### config.mk
export PLATFORM = sky130hd
export DESIGN_NAME = periph_cmd_arbiter
export DESIGN_NICKNAME = d
export VERILOG_FILES = /design/src/rtl/periph_cmd_pkg.sv /design/src/rtl/rr_picker.sv /design/src/rtl/periph_cmd_arbiter.sv
export SDC_FILE = /design/constraint.sdc
export NUM_CORES = 1
export LEC_CHECK = 0
export ABC_AREA = 1
export BUFFER_PORTS_ARGS = -buffer_cell sky130_fd_sc_hd__clkbuf_2
export CORE_MARGIN = 3
export CORE_UTILIZATION = 46
export DETAILED_ROUTE_END_ITERATION = 10
export PLACE_DENSITY_LB_ADDON = 0.12
export SYNTH_ARGS = -nofsm -noshare
export SYNTH_HDL_FRONTEND = slang
export SYNTH_HIERARCHICAL = 1
export SYNTH_SLANG_ARGS = --single-unit
### constraint.sdc
create_clock -name clk -period 2.45 [get_ports clk]
set_input_delay 0.1225 -clock clk [delete_from_list [all_inputs] [get_ports clk]]
set_output_delay 0.1225 -clock clk [all_outputs]
set_load 0.02 [all_outputs]
### src/rtl/periph_cmd_pkg.sv
// rtl/periph_cmd_pkg.sv - shared command-word layout, opcodes and arbiter FSM states
package periph_cmd_pkg;

   localparam int CMD_W = 24;
   localparam int OP_HI = 23;
   localparam int OP_LO = 16;

   localparam logic [7:0] OP_RUN  = 8'd1;
   localparam logic [7:0] OP_STOP = 8'd2;
   localparam logic [7:0] OP_SET  = 8'd3;
   localparam logic [7:0] OP_GET  = 8'd4;
   localparam logic [7:0] OP_ON   = 8'd5;
   localparam logic [7:0] OP_OFF  = 8'd6;

   localparam logic [CMD_W-1:0] ERR_RSP = 24'hFF0000;

   typedef enum logic [1:0] {
      S_IDLE,
      S_ISSUE,
      S_WAIT,
      S_DONE
   } state_t;

endpackage

### src/rtl/rr_picker.sv
// rtl/rr_picker.sv - rotating-priority search: first set req bit at or after ptr, wrapping
module rr_picker #(
   parameter int N_REQ = 4,
   parameter int IDX_W = 2
) (
   input  logic [N_REQ-1:0] req,
   input  logic [IDX_W-1:0] ptr,
   output logic             gnt_valid,
   output logic [IDX_W-1:0] gnt_idx
);

   int               j;
   logic [IDX_W-1:0] jj;

   // Scan from farthest to nearest so the candidate closest to ptr wins last.
   always_comb begin
      gnt_valid = 1'b0;
      gnt_idx   = '0;
      j         = 0;
      jj        = '0;
      for (int k = N_REQ - 1; k >= 0; k--) begin
         j = int'(ptr) + k;
         if (j >= N_REQ) j = j - N_REQ;
         jj = IDX_W'(j);
         if (req[jj]) begin
            gnt_valid = 1'b1;
            gnt_idx   = jj;
         end
      end
   end

endmodule

### src/rtl/periph_cmd_arbiter.sv
// rtl/periph_cmd_arbiter.sv - round-robin sharing of one command/response peripheral port
// Optional WAIT timeout enabled by defining ARB_TIMEOUT_EN.
module periph_cmd_arbiter
   import periph_cmd_pkg::*;
#(
   parameter int N_REQ   = 4,
   parameter int TIMEOUT = 15
) (
   input  logic                   clk,
   input  logic                   rst,
   input  logic [N_REQ-1:0]       req,
   input  logic [N_REQ*CMD_W-1:0] req_cmd,
   output logic [N_REQ-1:0]       req_ack,
   output logic [N_REQ-1:0]       rsp_valid,
   output logic [CMD_W-1:0]       rsp_data,
   output logic                   p_start,
   output logic [CMD_W-1:0]       p_in,
   input  logic                   p_rdy,
   input  logic [CMD_W-1:0]       p_out,
   output logic                   busy,
   output logic                   err
);

   localparam int IDX_W = (N_REQ > 1) ? $clog2(N_REQ) : 1;

   state_t           state;
   logic [IDX_W-1:0] ptr;
   logic [IDX_W-1:0] g;
   logic [IDX_W-1:0] pick_idx;
   logic             pick_valid;
   logic [CMD_W-1:0] cmds [N_REQ];
   logic             pick_get;
   logic             cur_get;

   always_comb begin
      for (int i = 0; i < N_REQ; i++) cmds[i] = req_cmd[i*CMD_W +: CMD_W];
   end

   assign pick_get = (cmds[pick_idx][OP_HI:OP_LO] == OP_GET);
   assign cur_get  = (p_in[OP_HI:OP_LO] == OP_GET);

   rr_picker #(.N_REQ(N_REQ), .IDX_W(IDX_W)) u_pick (
      .req       (req),
      .ptr       (ptr),
      .gnt_valid (pick_valid),
      .gnt_idx   (pick_idx)
   );

   function automatic logic [N_REQ-1:0] onehot(input logic [IDX_W-1:0] idx);
      onehot      = '0;
      onehot[idx] = 1'b1;
   endfunction

`ifdef ARB_TIMEOUT_EN
   localparam int TO_W = $clog2(TIMEOUT + 1);
   logic [TO_W-1:0] wcnt;
`else
   logic unused_timeout;
   assign unused_timeout = ^TIMEOUT;
   assign err = 1'b0;
`endif

   // Outputs are registered, so each state's pulses are scheduled one edge early.
   always_ff @(posedge clk or negedge rst) begin
      if (!rst) begin
         state     <= S_IDLE;
         ptr       <= '0;
         g         <= '0;
         req_ack   <= '0;
         rsp_valid <= '0;
         rsp_data  <= '0;
         p_start   <= 1'b0;
         p_in      <= '0;
         busy      <= 1'b0;
`ifdef ARB_TIMEOUT_EN
         wcnt      <= '0;
         err       <= 1'b0;
`endif
      end else begin
         p_start   <= 1'b0;
         req_ack   <= '0;
         rsp_valid <= '0;
`ifdef ARB_TIMEOUT_EN
         err       <= 1'b0;
`endif
         case (state)
            S_IDLE: begin
               if (pick_valid) begin
                  g       <= pick_idx;
                  p_in    <= cmds[pick_idx];
                  ptr     <= (pick_idx == IDX_W'(N_REQ - 1)) ? '0 : pick_idx + 1'b1;
                  p_start <= 1'b1;
                  busy    <= 1'b1;
                  state   <= S_ISSUE;
                  if (!pick_get) req_ack <= onehot(pick_idx);
               end
            end
            S_ISSUE: begin
               if (!cur_get) begin
                  busy  <= 1'b0;
                  state <= S_IDLE;
               end else if (p_rdy) begin
                  rsp_data  <= p_out;
                  rsp_valid <= onehot(g);
                  req_ack   <= onehot(g);
                  state     <= S_DONE;
               end else begin
`ifdef ARB_TIMEOUT_EN
                  wcnt  <= '0;
`endif
                  state <= S_WAIT;
               end
            end
            S_WAIT: begin
               if (p_rdy) begin
                  rsp_data  <= p_out;
                  rsp_valid <= onehot(g);
                  req_ack   <= onehot(g);
                  state     <= S_DONE;
               end
`ifdef ARB_TIMEOUT_EN
               else if (wcnt == TO_W'(TIMEOUT - 1)) begin
                  rsp_data  <= ERR_RSP;
                  err       <= 1'b1;
                  rsp_valid <= onehot(g);
                  req_ack   <= onehot(g);
                  state     <= S_DONE;
               end else begin
                  wcnt <= wcnt + 1'b1;
               end
`endif
            end
            S_DONE: begin
               busy  <= 1'b0;
               state <= S_IDLE;
            end
            default: state <= S_IDLE;
         endcase
      end
   end

endmodule

==> key figures, run 1 <==
Run status
  – Status: finished, final reports clean

Layout
  – Layout cells sized above 1: 0.336
  – ANT cells: 0
  – Area grow syn2layout: 38.6%
  – Final core occ: 0.680
  – Commonest non-fill, non-tap cells in the layout: 183 x clkbuf_2, 168 x nand2_1, 67 x nor2_1, 64 x o21ai_0, 63 x dfrtp_1
  – Commonest non-fill, non-tap cell in the layout: clkbuf_2
  – Layout Nets: between 800 and 900

Yosys
  – Synthesized net count: 646
  – Flops & latches, synth: between 60 and 70
  – Synthesis Warnings: 6
  – Mapped cell area: roughly 3700 µm²
  – Register area share after synthesis: 0.436
  – Synth cell types: 33
  – Syn_area_per_cell: 7.23 µm²
  – Synthesized instance count: between 500 and 600

Timing
  – Final setup vio count: 0
  – Post-route minimum period: between 2 and 2.5 ns
  – Max Fclk: between 400 and 500 MHz
  – Worst slew pin tran: 0.888 ns
  – Worst Slack Setup Final: approximately 0.2 ns
  – Worst slew margin: 0.407
  – Worst Skew: between 0.009 and 0.01 ns
  – Final Slew Violations: 0
  – Period utilisation layout: 0.918
  – Hold Fails Final Rpt: 0

Die
  – Site row count: 31
  – Core Area: approximately 7500 µm²
  – Boundary Pins: 186
  – Initial Utilization: 0.490
  – Die X: approximately 95 µm
  – Chip height: between 90 and 100 µm
  – Die area: approximately 9000 µm²

Critical path
  – Reg-to-reg slack, setup: ~0.2 ns
  – Crit-path slowest cell: dfrtp_2
  – Most frequent CP cell: nand2_1
  – RR Endpoint: req_ack[2]$_DFF_PN0_
  – RR Startpoint: ptr[0]$_DFFE_PN0P_
  – Worst-path cell chain: buf_2 > o21ai_4 > nand2_1 > nand2_1 > nand3_1 > a21boi_4 > buf_12 > nand3_1 > nand2_1 > nand2_1 > nor2_1 > nand2_2 > nand2_1 > a21oi_1
  – Worst-path maximum fanout: 10
  – Required time worst endpoint: approximately 2.7 ns
  – Crit Path Category: flip-flop to flip-flop
  – Worst-case reg-to-reg path depth: 14
  – CP Launch Type: flip-flop
  – Worst setup EP type: flip-flop
  – WP data arrival: ~2.5 ns
  – Peak per-stage delay on the critical path: 0.44 ns
  – WP buf/inv: 2
  – Critical path's top delay family: simple AND/OR/NAND/NOR gates

Hold path
  – Hold depth: 3
  – Hold path start: p_out[12]
  – Worst hold endpoint: rsp_data[12]$_DFFE_PN0P_
  – Worst hold path type: primary input to flip-flop

Pwr
  – PwrDens: between 1000 and 1500 nW/µm²
  – Worst vdd ir: 0.000683 V
  – Leakage power: 2.86 nW

Routing
  – Final ANT Viol Nets: 0
  – Final WL: 11,300 µm
  – DRT Pass-1 Iters: 5
  – Post-DR vias/cell: 4.98
  – Routed len/inst: roughly 14 µm
  – Starting DRT DRC Count: approximately 100
  – Via count: approximately 4,000
  – DRC Markers: 0

GRT
  – First-pass GRT wire length: approximately 17,000 µm
  – Initial antenna violation count: 0
  – Met1 usage: 0.294
  – Total gr overflow: 0
  – GR Util met3: 0.0442
  – GR peak layer: met2
  – All-Layer GR Usage: 0.235
  – Met2 Use GR: 0.407
  – Pin count of the biggest net entering global routing: 38
  – Vias in the first global route: 3,657

Clock tree
  – CTS H-tree depth: 3
  – Clock root cell: clkbuf_8
  – Maximum clock insertion buffer count: 2
  – TritonCTS Sinks: 64
  – CTS Buf Count: 9
  – CTS tree: done
  – Clock transition at path regs: about 0.07 ns
  – Clock Latency Late Sink: between 0.3 and 0.4 ns

Flow run
  – Total of max-cap violations: 0

Placed design
  – IO buf count: 184
  – DP Wirelength: 8240 µm
  – Pre-CTS setup slack: approximately 0.023 ns
  – Placer congestion estimate: roughly 0.80
==> kinds of logic after synthesis <==
| logic type | synth area share |
|---|---|
| DFF | 0.436 |
| AOI/OAI and AO/OA | 0.143 |
| adders and majority gates | 0.0375 |
| and+or+nand+nor | 0.307 |
| buffers and inverters | 0.0753 |
| other | 0.00102 |
==> through the flow <==
| step | power, W | instances | hold WS (ns) | TNS, ns | instance area [µm²] |
|---|---|---|---|---|---|
| final | 0.00760 | 811 | 0.0115 | 0 | 5090 |
| after global routing | 0.00829 | 811 | 0.00391 | -0.00408 | 5090 |
| after CTS | 0.00718 | 803 | 0.000152 | 0 | 4960 |
| after detailed placement | 0.00637 | 773 | 0.188 | 0 | 4640 |
| after global placement | 0.00624 | 773 | 0.185 | 0 | 4640 |
| after floorplan | 0.00514 | 508 | -0.173 | 0 | 3670 |
==> state kept, by name (all words and copies together), names as in the netlist, named ones only <==
register,cells
busy,1
g,2
p_in,24
p_start,1
ptr,2
req_ack,4
rsp_data,24
rsp_valid,4
state,1
==> metal layers <==
metal	vias to the layer above	wire, µm
met5	-	0
met4	0	229
met3	17	900
met2	176	5430
met1	1816	4700
li1	2027	-
==> worst reg2reg max path: cells and delay by family (launching register included) <==
kind	cells	cell delay (ns)
and+or+nand+nor	9	0.78
AOI/OAI and AO/OA	3	0.58
DFF	1	0.44
buffers and inverters	2	0.35
==> cell usage after synthesis <==
master    number  share of area
clkinv_1       1         0.0010
nor3_1         4         0.0055
a22o_1         1         0.0024
inv_1         23          0.024
a31oi_1        7          0.012
buf_4          3         0.0061
nand3_1       24          0.033
nor2_2         2         0.0034
a21oi_1        7         0.0095
o21ai_1        6         0.0082
clkbuf_1       7         0.0072
nand3b_1       2         0.0041
buf_2         11          0.015
clkbuf_2       2         0.0027
o22ai_1       10          0.017
dfrtp_1       64           0.44
or2_2          1         0.0017
nor2_1        67          0.069
nand2_1      170           0.17
and2_4         1         0.0024
conb_1         1         0.0010
o21ai_2        1         0.0024
buf_6          4          0.012
nor2_8         1         0.0055
o31ai_1        1         0.0020
inv_2          4         0.0041
nand2_2        4         0.0068
ha_1          11          0.037
clkbuf_4       1         0.0020
clkinv_2       1         0.0014
nor3_2         1         0.0027
o21ai_0       64          0.087
a21boi_1       1         0.0020
==> worst max-delay path by stage <==
stage | slack [ns] | from | cells after the start | endpoint
floorplan | 0.33 | ptr[0]$_DFFE_PN0P_ | 16 | req_ack[0]$_DFF_PN0_
global placement | 0.13 | ptr[0]$_DFFE_PN0P_ | 15 | p_in[5]$_DFFE_PN0P_
detailed placement | 0.02 | ptr[0]$_DFFE_PN0P_ | 14 | p_in[8]$_DFFE_PN0P_
CTS | 0.008 | ptr[0]$_DFFE_PN0P_ | 14 | p_in[5]$_DFFE_PN0P_
global route | -0.004 | ptr[0]$_DFFE_PN0P_ | 14 | req_ack[2]$_DFF_PN0_
finish | 0.20 | ptr[0]$_DFFE_PN0P_ | 14 | req_ack[2]$_DFF_PN0_
==> what timing repair did <==
item                       CTS  global route
hold buffers                14             0
hold endpoints to repair    40             0
resized for setup            0            19
setup endpoints to repair    0            20
buffers inserted             0             6
==> report_power, final <==
| group | internal (W) | switching (W) |
|---|---|---|
| combinational | 0.00178 | 0.00315 |
| sequential | 0.00157 | 0.000323 |
| clock | 0.000364 | 0.000416 |
==> cell type report <==
class                   count  area (µm²)
clock buffers               9         124
clock inverters             7        48.8
fillers                   672        2400
inverters                  29         123
multi-input cells         387        1820
flip-flops and latches     64        1600
well taps                  99         124
repair buffers            215        1240
repair inverters            1        6.26
(Power assumes the default switching activity.)
==> run 2: changes to the inputs <==
clock period = 2.3 ns   (was 2.45 ns; I/O delays follow)
==> key figures, run 2 (same netlist as run 1, synthesis figures left out) <==
Layout
  – Commonest non-fill, non-tap cells in the layout: 183 x clkbuf_2, 163 x nand2_1, 65 x nor2_1, 64 x o21ai_0, 63 x dfrtp_1
  – Layout cells sized above 1: 0.346
  – Area occupied by multi-input gates: approximately 1900 µm²
  – Commonest non-fill, non-tap cell in the layout: clkbuf_2
  – Fillers: 620
  – Biggest regs: p_in x24, rsp_data x24
  – Non-filler cells, final: a little over 800
  – Layout Nets: between 800 and 900
  – FF/Latch Area: 1600 µm²
  – Area grow syn2layout: 43.3%
  – ANT cells: 0

Timing
  – Final setup vio count: 0
  – Worst slew margin: 0.650
  – Final Slew Violations: 0
  – Post-route minimum period: 2.18 ns
  – Worst Slack Setup Final: between 0.1 and 0.15 ns
  – Worst slew pin tran: around 0.52 ns
  – Max Fclk: about 460 MHz
  – Hold Fails Final Rpt: 0
  – Final hold slack: 0.0198 ns
  – Worst Skew: between 0.01 and 0.015 ns
  – Period utilisation layout: 0.947

GRT
  – Total gr overflow: 0
  – First-pass GRT wire length: 17,300 µm
  – All-Layer GR Usage: 0.246
  – Initial antenna violation count: 0
  – Pin count of the biggest net entering global routing: 65
  – Vias in the first global route: 3,763

Die
  – Site row count: 31
  – Initial Utilization: 0.490
  – Die X: approximately 95 µm
  – Die area: ~9100 µm²
  – Chip height: approximately 95 µm
  – Core Area: approximately 7500 µm²
  – Boundary Pins: between 150 and 200

Critical path
  – CP Launch Type: flip-flop
  – WP buf/inv: 3
  – Worst-path cell chain: buf_6 > o21ai_4 > nand2_1 > nand2_1 > nand3_1 > a21boi_2 > inv_2 > buf_4 > nor2_1 > o21ai_0 > a31oi_1
  – Peak per-stage delay on the critical path: approximately 0.41 ns
  – Most frequent CP cell: nand2_1
  – Required time worst endpoint: ~2.6 ns
  – Crit Path Category: flip-flop to flip-flop
  – Worst setup EP type: flip-flop
  – Worst-path maximum fanout: 14
  – Critical path's top delay family: compound AO/OA/AOI/OAI gates
  – Crit-path slowest cell: dfrtp_1
  – WP data arrival: around 2.4 ns

Clock tree
  – CTS tree: done
  – Maximum clock insertion buffer count: 2
  – CTS H-tree depth: 3
  – Clock transition at path regs: around 0.070 ns
  – Clock root cell: clkbuf_8
  – TritonCTS Sinks: 64
  – Clock Latency Late Sink: ~0.34 ns
  – CTS Buf Count: 9

Routing
  – Post-DR vias/cell: around 5
  – Starting DRT DRC Count: approximately 120
  – DRT Pass-1 Iters: 4
  – Routed len/inst: approximately 14 µm
  – Via count: between 4,000 and 5,000
  – Final WL: ~12,000 µm
  – DRC Markers: 0
  – Final ANT Viol Nets: 0

Run status
  – Status: finished, final reports clean

Pwr
  – PwrDens: ~1600 nW/µm²
  – Leakage power: 2.93 nW
  – Worst vdd ir: ~0.0011 V
  – Total power draw: roughly 0.0084 W

Placed design
  – IO buf count: 184
  – Placer congestion estimate: 0.870
  – DP Wirelength: roughly 8200 µm
  – Pre-CTS setup slack: between 0.08 and 0.09 ns
  – Placed cells: a little under 800

Flow run
  – Total of max-cap violations: 0

Hold path
  – Worst hold path type: primary input to flip-flop
## run 2: path summary, 6_finish.rpt
path,startpoint,endpoint,slack (ns),cells after the start
min,p_out[14],rsp_data[14]$_DFFE_PN0P_,0.02,3
min in group asynchronous,rst,rsp_valid[2]$_DFF_PN0_,0.31,3
max reg2reg,ptr[0]$_DFFE_PN0P_,p_in[3]$_DFFE_PN0P_,0.12,11
max,ptr[0]$_DFFE_PN0P_,p_in[3]$_DFFE_PN0P_,0.12,11
max in group asynchronous,rst,ptr[1]$_DFFE_PN0P_,1.67,3
min reg2reg,p_in[9]$_DFFE_PN0P_,p_in[9]$_DFFE_PN0P_,0.48,2
## run 2: worst register-to-register path, cell delays in order (launching register included)
cell and delay (ns):
dfrtp_1 0.41, buf_6 0.16, o21ai_4 0.18, nand2_1 0.09, nand2_1 0.08, nand3_1 0.08
a21boi_2 0.24, inv_2 0.18, buf_4 0.23, nor2_1 0.12, o21ai_0 0.14, a31oi_1 0.20
## run 2: stage by stage
| stage | util | TNS [ns] | area [µm²] |
|---|---|---|---|
| 2_1_floorplan | - | 0 | 3670 |
| 3_3_place_gp | 0.626 | 0 | 4680 |
| 3_5_place_dp | 0.626 | 0 | 4680 |
| 4_1_cts | 0.684 | 0 | 5120 |
| 5_1_grt | 0.703 | -0.149 | 5260 |
| 6_report | 0.703 | 0 | 5260 |
## run 2: timing repair
item	4_1_cts	5_1_grt
hold endpoints to repair	86	0
setup endpoints to repair	0	21
setup buffers	0	2
gates resized for setup	0	23
hold buffers	23	0
## run 2: area by class of cell
type / count / share of cell area
Timing Repair Buffer: 223 / 0.257
Clock buffer: 11 / 0.0288
Clock inverter: 5 / 0.0105
Sequential cell: 64 / 0.305
Inverter: 29 / 0.0219
Tap cell: 99 / 0.0235
Multi-Input combinational cell: 387 / 0.354
## run 2: layer usage
metal | share of wire | vias to the layer above | global-route usage
li1 | - | 2042 | -
met1 | 0.40 | 1832 | 0.312
met2 | 0.50 | 188 | 0.416
met3 | 0.078 | 16 | 0.0434
met4 | 0.017 | 0 | 0.0986
met5 | 0 | - | 0
## run 2: power breakdown
part | internal, W | switching [W]
Sequential | 0.00167 | 0.000358
Combinational | 0.00199 | 0.00342
Clock | 0.000555 | 0.000423
